**config.mk**
```make
export PLATFORM = sky130hd
export DESIGN_NAME = uart_rx_core
export DESIGN_NICKNAME = d
export VERILOG_FILES = /design/src/rtl/uart_pkg.sv /design/src/rtl/uart_rx_sampler.sv /design/src/rtl/uart_rx_core.sv
export SDC_FILE = /design/constraint.sdc
export NUM_CORES = 1
export LEC_CHECK = 0
export BUFFER_PORTS_ARGS = -buffer_cell sky130_fd_sc_hd__buf_4
export CAP_MARGIN = 10
export CORE_ASPECT_RATIO = 0.6
export CORE_MARGIN = 2
export CORE_UTILIZATION = 50
export DETAILED_ROUTE_END_ITERATION = 12
export PLACE_DENSITY = 0.7
export SLEW_MARGIN = 5
export SYNTH_ARGS = -nofsm -noshare
export SYNTH_HDL_FRONTEND = slang
export SYNTH_HIERARCHICAL = 1
export SYNTH_SLANG_ARGS = --single-unit
```
**constraint.sdc**
```tcl
create_clock -name clk -period 2.6 [get_ports clk]
set_input_delay 0.52 -clock clk [delete_from_list [all_inputs] [get_ports clk]]
set_output_delay 0.52 -clock clk [all_outputs]
set_load 0.005 [all_outputs]
```
**src/rtl/uart_pkg.sv**
```systemverilog
// rtl/uart_pkg.sv - shared types, parity constants and majority vote for the UART receiver
package uart_pkg;

    typedef enum logic [2:0] {
        ST_IDLE   = 3'd0,
        ST_START  = 3'd1,
        ST_DATA   = 3'd2,
        ST_PARITY = 3'd3,
        ST_STOP   = 3'd4
    } rx_state_t;

    localparam int PARITY_NONE = 0;
    localparam int PARITY_EVEN = 1;
    localparam int PARITY_ODD  = 2;

    function automatic logic maj3(input logic a, input logic b, input logic c);
        return (a & b) | (a & c) | (b & c);
    endfunction

endpackage

```
**src/rtl/uart_rx_sampler.sv**
```systemverilog
// rtl/uart_rx_sampler.sv - tick divider and per-bit sample counter with mid-bit/bit-end strobes
module uart_rx_sampler #(
    parameter int OVERSAMPLE    = 16,
    parameter int CLKS_PER_TICK = 1
) (
    input  logic clk,
    input  logic reset,
    input  logic run,
    output logic samp_early,
    output logic mid_bit,
    output logic bit_end
);

    localparam int TW = (CLKS_PER_TICK > 1) ? $clog2(CLKS_PER_TICK) : 1;
    localparam int SW = $clog2(OVERSAMPLE);
    localparam logic [TW-1:0] TICK_LAST = TW'(CLKS_PER_TICK - 1);
    localparam logic [SW-1:0] SAMP_LAST = SW'(OVERSAMPLE - 1);
    localparam logic [SW-1:0] SAMP_A    = SW'(OVERSAMPLE / 2 - 1);
    localparam logic [SW-1:0] SAMP_B    = SW'(OVERSAMPLE / 2);
    localparam logic [SW-1:0] SAMP_C    = SW'(OVERSAMPLE / 2 + 1);

    logic [TW-1:0] tick_cnt;
    logic [SW-1:0] samp_cnt;
    logic          tick;

    assign tick = run && (tick_cnt == TICK_LAST);

    // Both counters sit at zero while idle so a start edge always begins at tick 0.
    always_ff @(posedge clk or negedge reset) begin
        if (!reset) begin
            tick_cnt <= '0;
            samp_cnt <= '0;
        end else if (!run) begin
            tick_cnt <= '0;
            samp_cnt <= '0;
        end else begin
            tick_cnt <= tick ? '0 : tick_cnt + 1'b1;
            if (tick) begin
                samp_cnt <= (samp_cnt == SAMP_LAST) ? '0 : samp_cnt + 1'b1;
            end
        end
    end

    // The first two votes are captured early; the third is taken live with mid_bit.
    assign samp_early = tick && ((samp_cnt == SAMP_A) || (samp_cnt == SAMP_B));
    assign mid_bit    = tick && (samp_cnt == SAMP_C);
    assign bit_end    = tick && (samp_cnt == SAMP_LAST);

endmodule

```
**src/rtl/uart_rx_core.sv**
```systemverilog
// rtl/uart_rx_core.sv - oversampling UART receiver with parity/framing checks and held output word
module uart_rx_core #(
    parameter int DATA_W        = 8,
    parameter int OVERSAMPLE    = 16,
    parameter int CLKS_PER_TICK = 1,
    parameter int PARITY_MODE   = 0,
    parameter int STOP_BITS     = 1
) (
    input  logic              clk,
    input  logic              reset,
    input  logic              rx_in,
    output logic [DATA_W-1:0] data_out,
    output logic              data_valid,
    input  logic              data_ready,
    output logic              parity_err,
    output logic              frame_err,
    output logic              overrun,
    output logic              busy
);
    import uart_pkg::*;

    localparam int BW = $clog2(DATA_W);
    localparam logic [BW-1:0] BIT_LAST = BW'(DATA_W - 1);

    rx_state_t         state, state_nxt;
    logic              sync1, rx_s, rx_d;
    logic              start_edge;
    logic              samp_early, mid_bit, bit_end;
    logic [1:0]        samp_sh;
    logic              bit_val;
    logic [BW-1:0]     bit_cnt;
    logic              stop_cnt;
    logic              last_stop;
    logic [DATA_W-1:0] shreg;
    logic              par_acc, par_err_r, frm_err_r;
    logic              deliver;
    logic              word_pe, word_fe;

    always_ff @(posedge clk or negedge reset) begin
        if (!reset) begin
            sync1 <= 1'b1;
            rx_s  <= 1'b1;
            rx_d  <= 1'b1;
        end else begin
            sync1 <= rx_in;
            rx_s  <= sync1;
            rx_d  <= rx_s;
        end
    end

    assign start_edge = rx_d & ~rx_s;
    assign busy       = (state != ST_IDLE);

    uart_rx_sampler #(
        .OVERSAMPLE    (OVERSAMPLE),
        .CLKS_PER_TICK (CLKS_PER_TICK)
    ) u_sampler (
        .clk        (clk),
        .reset      (reset),
        .run        (busy),
        .samp_early (samp_early),
        .mid_bit    (mid_bit),
        .bit_end    (bit_end)
    );

    assign bit_val   = maj3(samp_sh[1], samp_sh[0], rx_s);
    assign last_stop = (stop_cnt == 1'(STOP_BITS - 1));

    always_ff @(posedge clk or negedge reset) begin
        if (!reset) state <= ST_IDLE;
        else        state <= state_nxt;
    end

    always_comb begin
        state_nxt = state;
        deliver   = 1'b0;
        case (state)
            ST_IDLE:   if (start_edge) state_nxt = ST_START;
            ST_START: begin
                if (mid_bit && bit_val) state_nxt = ST_IDLE;
                else if (bit_end)       state_nxt = ST_DATA;
            end
            ST_DATA: begin
                if (bit_end && (bit_cnt == BIT_LAST)) begin
                    state_nxt = (PARITY_MODE == PARITY_NONE) ? ST_STOP : ST_PARITY;
                end
            end
            ST_PARITY: if (bit_end) state_nxt = ST_STOP;
            ST_STOP: begin
                // Hand off mid-bit so a following start edge is never missed.
                if (mid_bit && last_stop) begin
                    state_nxt = ST_IDLE;
                    deliver   = 1'b1;
                end
            end
            default:   state_nxt = ST_IDLE;
        endcase
    end

    always_ff @(posedge clk or negedge reset) begin
        if (!reset) begin
            samp_sh   <= '0;
            bit_cnt   <= '0;
            stop_cnt  <= 1'b0;
            shreg     <= '0;
            par_acc   <= 1'b0;
            par_err_r <= 1'b0;
            frm_err_r <= 1'b0;
        end else begin
            if (samp_early) samp_sh <= {samp_sh[0], rx_s};
            case (state)
                ST_IDLE: begin
                    bit_cnt   <= '0;
                    stop_cnt  <= 1'b0;
                    par_acc   <= 1'b0;
                    frm_err_r <= 1'b0;
                end
                ST_DATA: begin
                    if (mid_bit) begin
                        shreg   <= {bit_val, shreg[DATA_W-1:1]};
                        par_acc <= par_acc ^ bit_val;
                    end
                    if (bit_end) bit_cnt <= (bit_cnt == BIT_LAST) ? '0 : bit_cnt + 1'b1;
                end
                ST_PARITY: begin
                    if (mid_bit) par_err_r <= (par_acc ^ bit_val) != (PARITY_MODE == PARITY_ODD);
                end
                ST_STOP: begin
                    if (mid_bit && !bit_val) frm_err_r <= 1'b1;
                    if (bit_end)             stop_cnt  <= stop_cnt + 1'b1;
                end
                default: ;
            endcase
        end
    end

    // Delivery coincides with the last stop vote, so fold that vote in directly.
    assign word_fe = frm_err_r | ~bit_val;
    assign word_pe = (PARITY_MODE != PARITY_NONE) && par_err_r;

    always_ff @(posedge clk or negedge reset) begin
        if (!reset) begin
            data_out   <= '0;
            data_valid <= 1'b0;
            parity_err <= 1'b0;
            frame_err  <= 1'b0;
            overrun    <= 1'b0;
        end else begin
            overrun <= deliver && data_valid && !data_ready;
            if (deliver && (!data_valid || data_ready)) begin
                data_out   <= shreg;
                parity_err <= word_pe;
                frame_err  <= word_fe;
                data_valid <= 1'b1;
            end else if (data_valid && data_ready) begin
                data_valid <= 1'b0;
            end
        end
    end

endmodule

```
**Word level (Yosys, flattened, before mapping)**

Index checks and enable logic that the tools add are counted.

- Logic and storage cells: 98
- Input bits: 4
- Register bits: 37
- Output and inout port bits: 13

- Reduce and logical (&&, ||, !) cells: 27
- Add/subtract/negate cells: 4
- Equal/unequal tests: 18
- Bitwise gates (word level): 11
- Muxes and demuxes: 23

Operators with widths:

| cell | count |
|---|---|
| 3-bit two-way mux | 8 |
| 2-bit inequality test, second input constant | 8 |
| 3-bit one-hot mux with 5 select lines | 1 |
| 4-bit == test, second input constant | 3 |
| 1-bit logical AND | 12 |
| 4-bit two-way mux | 3 |
| 1-bit two-way mux | 8 |
| 2-bit AND reduction | 4 |
| 3-bit by 2-bit == test with 1-bit output, second input constant | 2 |
| 3-bit == test, second input constant | 2 |
| 3-bit one-hot mux with 2 select lines | 1 |
| 2-bit nonzero test | 3 |
| 5-bit AND reduction | 1 |
| 4-bit by 1-bit adder with 4-bit output, second input constant | 1 |
| 1-bit AND | 4 |
| 4-bit by 3-bit == test with 1-bit output, second input constant | 1 |
| 1-bit inverter | 4 |
| 1-bit one-hot mux with 2 select lines | 2 |
| 3-bit by 1-bit adder with 3-bit output, second input constant | 1 |
| 3-bit by 1-bit == test with 1-bit output, second input constant | 1 |
| 1-bit logical NOT | 3 |
| 3-bit logical NOT | 1 |
| 3-bit inequality test, second input constant | 1 |
| 1-bit OR | 3 |
| other kinds (3) | 5 |

**Depth between registers and ports, before layout**

- Depth in word-level cells: 8
- Depth in mapped cells: 10
- Depth with buffers taken out: 8

**Modules after synthesis**

The synthesis kept the hierarchy.

Modules (own cells, without submodules):

| module | area an instance (um2) | sequential area each (um2) | instances | cells an instance |
|---|---|---|---|---|
| uart_rx_core | 1452.6 | 804.5 | 1 | 109 |
| uart_rx_sampler | 307.8 | 125.1 | 1 | 31 |

**Worst setup path after synthesis**

OpenSTA, ideal clock, no wires.

- Kind: register -> register
- From: register state[0]
- To: register state[1]
- Data required time: 2.472 ns
- Arrival: 1.928 ns
- Stages on the path, launching flop included: 10
- Setup slack: 0.545 ns
- Period minus slack after synthesis: 2.055 ns
- Path buffers: 1
- Library setup time: 0.128 ns
- Cells stage by stage: dfrtp_1 -> nor2_1 -> nand2_1 -> nand3_1 -> nor2_1 -> clkbuf_1 -> nor3b_1 -> o211ai_2 -> o211ai_4 -> mux2_1

- Cells in the longest elaborated chain, start to end: 6
- Elaborated cells on any way between the ends: 20
- Classes of those cells: eq/ne: 9; mux: 2; reduce/logical: 9

Ends and longest elaborated chain:

| element | line | text |
|---|---|---|
| start, declared | uart_rx_core.sv:25 | `rx_state_t state, state_nxt;` |
| start signal, assigned | uart_rx_core.sv:71 | `else state <= state_nxt;` |
| 3-bit nonzero test * | uart_rx_core.sv:52 | `assign busy = (state != ST_IDLE);` |
| named net busy | uart_rx_core.sv:18 | `output logic busy` |
| 1-bit logical AND * | uart_rx_sampler.sv:26 | `assign tick = run && (tick_cnt == TICK_LAST);` |
| 1-bit logical AND * | uart_rx_sampler.sv:47 | `assign bit_end = tick && (samp_cnt == SAMP_LAST);` |
| named net bit_end | uart_rx_core.sv:28 | `logic samp_early, mid_bit, bit_end;` |
| 1-bit logical AND | uart_rx_core.sv:84 | `if (bit_end && (bit_cnt == BIT_LAST)) begin` |
| 2-bit inequality test (no line) | - |  |
| 5-bit AND reduction (no line) * | - |  |

Mark *: on every way through the listed nets, which the timed path passes. The rest lies on a longest branch.
A chain may end at the register's enable or synchronous reset.

**Final worst setup path**

- From: register state[1]
- To: register shreg[5]

- Cells in the longest elaborated chain, start to end: 4
- Elaborated cells on any way between the ends: 5
- Classes of those cells: eq/ne: 1; reduce/logical: 4

Ends and longest elaborated chain:

| element | line | text |
|---|---|---|
| 3-bit nonzero test | uart_rx_core.sv:52 |  |
| 1-bit logical AND | uart_rx_sampler.sv:26 |  |
| 1-bit logical AND | uart_rx_sampler.sv:46 | `assign mid_bit = tick && (samp_cnt == SAMP_C);` |
| named net mid_bit | uart_rx_core.sv:28 |  |
| 2-bit AND reduction (no line) | - |  |
| end signal, assigned | uart_rx_core.sv:120 | `shreg <= {bit_val, shreg[DATA_W-1:1]};` |
| end, declared | uart_rx_core.sv:34 | `logic [DATA_W-1:0] shreg;` |

The timed path passes the listed nets, and every way through them passes these cells.

==> run_results.csv <==
group,metric,value,unit
placement,numPortBuffers,15,
power_and_ir_drop,power,1500,uW
routing,drt-total-wl,3.05,mm
power_and_ir_drop,power_density,756,mW/mm^2
global_route,grt_busiest_layer,"met1",
synth,synth_top_area_share,48.3,%
floorplan,initial_utilization,53.3,%
sta,fmax,442,MHz
power_and_ir_drop,power_leakage,0.000950,uW
synth,ys.warnings.count,6,
synth,synth_edf_count,0,
cts,cts_buffers,5,
routing,antenna_left,0,
global_route,use_met3,7.33,%
setup_path,cp.required,2.78,ns
sta,fin_crit_sh,86.9,%
sta,tightest_slew,0.512,ns
global_route,use_met1,25.8,%
global_route,grt_usage,17.7,%
cts,cts_resized,0,
cells_and_area,area_growth,13.1,%
sta,setup_slack,0.340,ns
sta,finalSetupViolCount,0,
synth,ys_ff_latch,37,
global_route,grt_pass1_vias,1086,
routing,drc_errors,0,
cts,clockBufferDepth,2,
cts,cts_htree_levels,2,
global_route,grt_pass1_wl,5.31,mm
flow_run,cap_violations,0,
run_status,outcome,"finished clean",
cells_and_area,drive_gt1_share,33.3,%
cts,tritoncts,"yes",
synth,ys_seq_area_share,52.8,%
synth,synth_area_leaders,"dfrtp_1 48%, mux2_4 6.8%, mux2_2 5.1%, dfstp_2 4.5%, ha_1 3.6%",
floorplan,fp.coreArea,0.00330,sq mm
cells_and_area,nets,167,
placement,pre_cts_ws,0.386,ns
global_route,grt_overflow,0,
synth,synthArstFlopShare,100,%
setup_path,path_max_fanout,13,
setup_path,worst-setup-path-type,"reg -> reg",
floorplan,num_io_pins,17,
sta,rsz0062_at_grt,"false",
sta,slew_viol_final,0,
routing,vias,1105,
synth,syn-cell-area,0.00176,sq mm
cts,holdBufCountCts,0,
floorplan,dieArea,0.00403,sq mm
setup_path,cp-start-kind,"register",
synth,yosysMostFrequentCell,"dfrtp_1",
synth,synth_top_area_cell,"dfrtp_1",
routing,post_drt_wl_per_cell,15.0,um
floorplan,die_x,80.6,um
setup_path,end_kind,"register",
cells_and_area,n_antenna_cell,0,
setup_path,cp.arrival,2.44,ns
sta,max_slew_margin,65.9,%
cells_and_area,fillers,276,
placement,place_congestion,0.857,
hold_path,min-delay-path-class,"in -> async",
cts,post-cts-setup-buffers,0,
global_route,grt_max_degree,38,
synth,syn-num-nets,149,
power_and_ir_drop,ir_worst_vdd,0.348,mV
routing,viasPerCell,5.42,
cts,clkTransAtPathRegs,0.08,ns
sta,clock_skew,0.00671,ns
floorplan,core.rowCount,16,
sta,fin_hold_ws,0.174,ns
floorplan,die_height,50.0,um
sta,tns,0,ns
synth,yosys-top-cells-count,"34 x dfrtp_1, 8 x mux2_2, 8 x mux2_4, 8 x nand2_1",
synth,synth_ff_type,"dfrtp_1",
routing,drtIter0Drc,40,
cells_and_area,utilization,60.3,%
sta,hold_viol,0,
placement,dp_hpwl,2.09,mm
synth,synth_cell_types,42,
routing,dr.pass1.iters,4,
synth,netlist_instances,140,
global_route,antenna_found_initial,0,
cts,clock-sinks,37,
cts,clk_latency,0.29,ns
cts,cts-root-buf,"clkbuf_8",
global_route,use_met2,25.0,%
synth,avgSynthCellArea,12.6,sq um
sta,fin_crit,2.26,ns
-- final timing paths --
kind | start | to | slack, ns | cells after the start
worst max-delay path | state[1] | shreg[5] | 0.34 | 5
worst min-delay path | reset | u_sampler/tick_cnt | 0.17 | 1
worst max register to register | state[1] | shreg[5] | 0.34 | 5
worst min register to register | sync1 | rx_s | 0.36 | 0
max in group asynchronous | reset | rx_s | 2.09 | 1
min in group clk | rx_in | sync1 | 0.33 | 1
-- kinds of logic (layout without fill, tap and decap cells) --
logic type	Yosys count	after routing	synth area share, %
AO/OA/AOI/OAI	20	20	8.88
XOR/XNOR	1	1	0.498
adder cells (fa/ha/maj)	6	6	4.19
buffers and inverters	13	32	3.98
flip-flops	37	37	52.8
multiplexers	22	22	15.6
other	2	2	0.427
AND/OR/NAND/NOR	39	39	13.6
-- through the flow --
stage	instances	instance area [sq um]
finish	204	1990
global route	204	1990
CTS	204	1990
detailed placement	196	1900
global placement	196	1900
floorplan	140	1760
-- worst max-delay path: stages, from the launching register on --
cell,delay [ns]
dfrtp_1,0.61
nor2_1,0.14
nand2_1,0.11
and4b_1,0.40
and3_1,0.55
mux2_4,0.34
-- power by group --
part | total [uW] | switching (uW) | internal (uW)
Sequential | 732 | 102 | 629
Combinational | 372 | 206 | 166
Clock | 401 | 211 | 190
-- sequential cells by signal (all words and copies together), names as in the netlist --
| register | count |
|---|---|
| u_sampler/tick_cnt | 1 |
| frm_err_r | 1 |
| stop_cnt | 1 |
| data_out | 8 |
| overrun | 1 |
| rx_d | 1 |
| state | 3 |
| frame_err | 1 |
| bit_cnt | 3 |
| u_sampler/samp_cnt | 4 |
| shreg | 8 |
| data_valid | 1 |
| rx_s | 1 |
| samp_sh | 2 |
| sync1 | 1 |
-- cell usage in the layout (no fill, tap or decap), types with 4 or more instances in the layout --
master,netlist,final
clkbuf_8,0,5
nor2_1,6,6
nor2b_1,5,5
buf_4,1,17
ha_1,5,5
nand2b_1,4,4
inv_1,6,6
dfrtp_1,34,34
mux2_2,8,8
nand3_1,5,5
mux2_4,8,8
o21ai_0,6,6
nand2_1,8,8
-- area by class of cell --
type / instances / area [sq um] / area share, %
clock buffers: 5 / 68.8 / 3.46
clock inverters: 3 / 21.3 / 1.07
flip-flops and latches: 37 / 930 / 46.7
inverters: 7 / 26.3 / 1.32
multi-input cells: 90 / 761 / 38.2
repair buffers: 17 / 128 / 6.41
well taps: 45 / 56.3 / 2.83
-- per-layer routing --
metal | share of wire [%] | routed length (um)
met5 | 0 | 0
met4 | 0.43 | 13
met3 | 5.4 | 165
met2 | 44 | 1330
met1 | 50 | 1540
(Power assumes the default switching activity.)
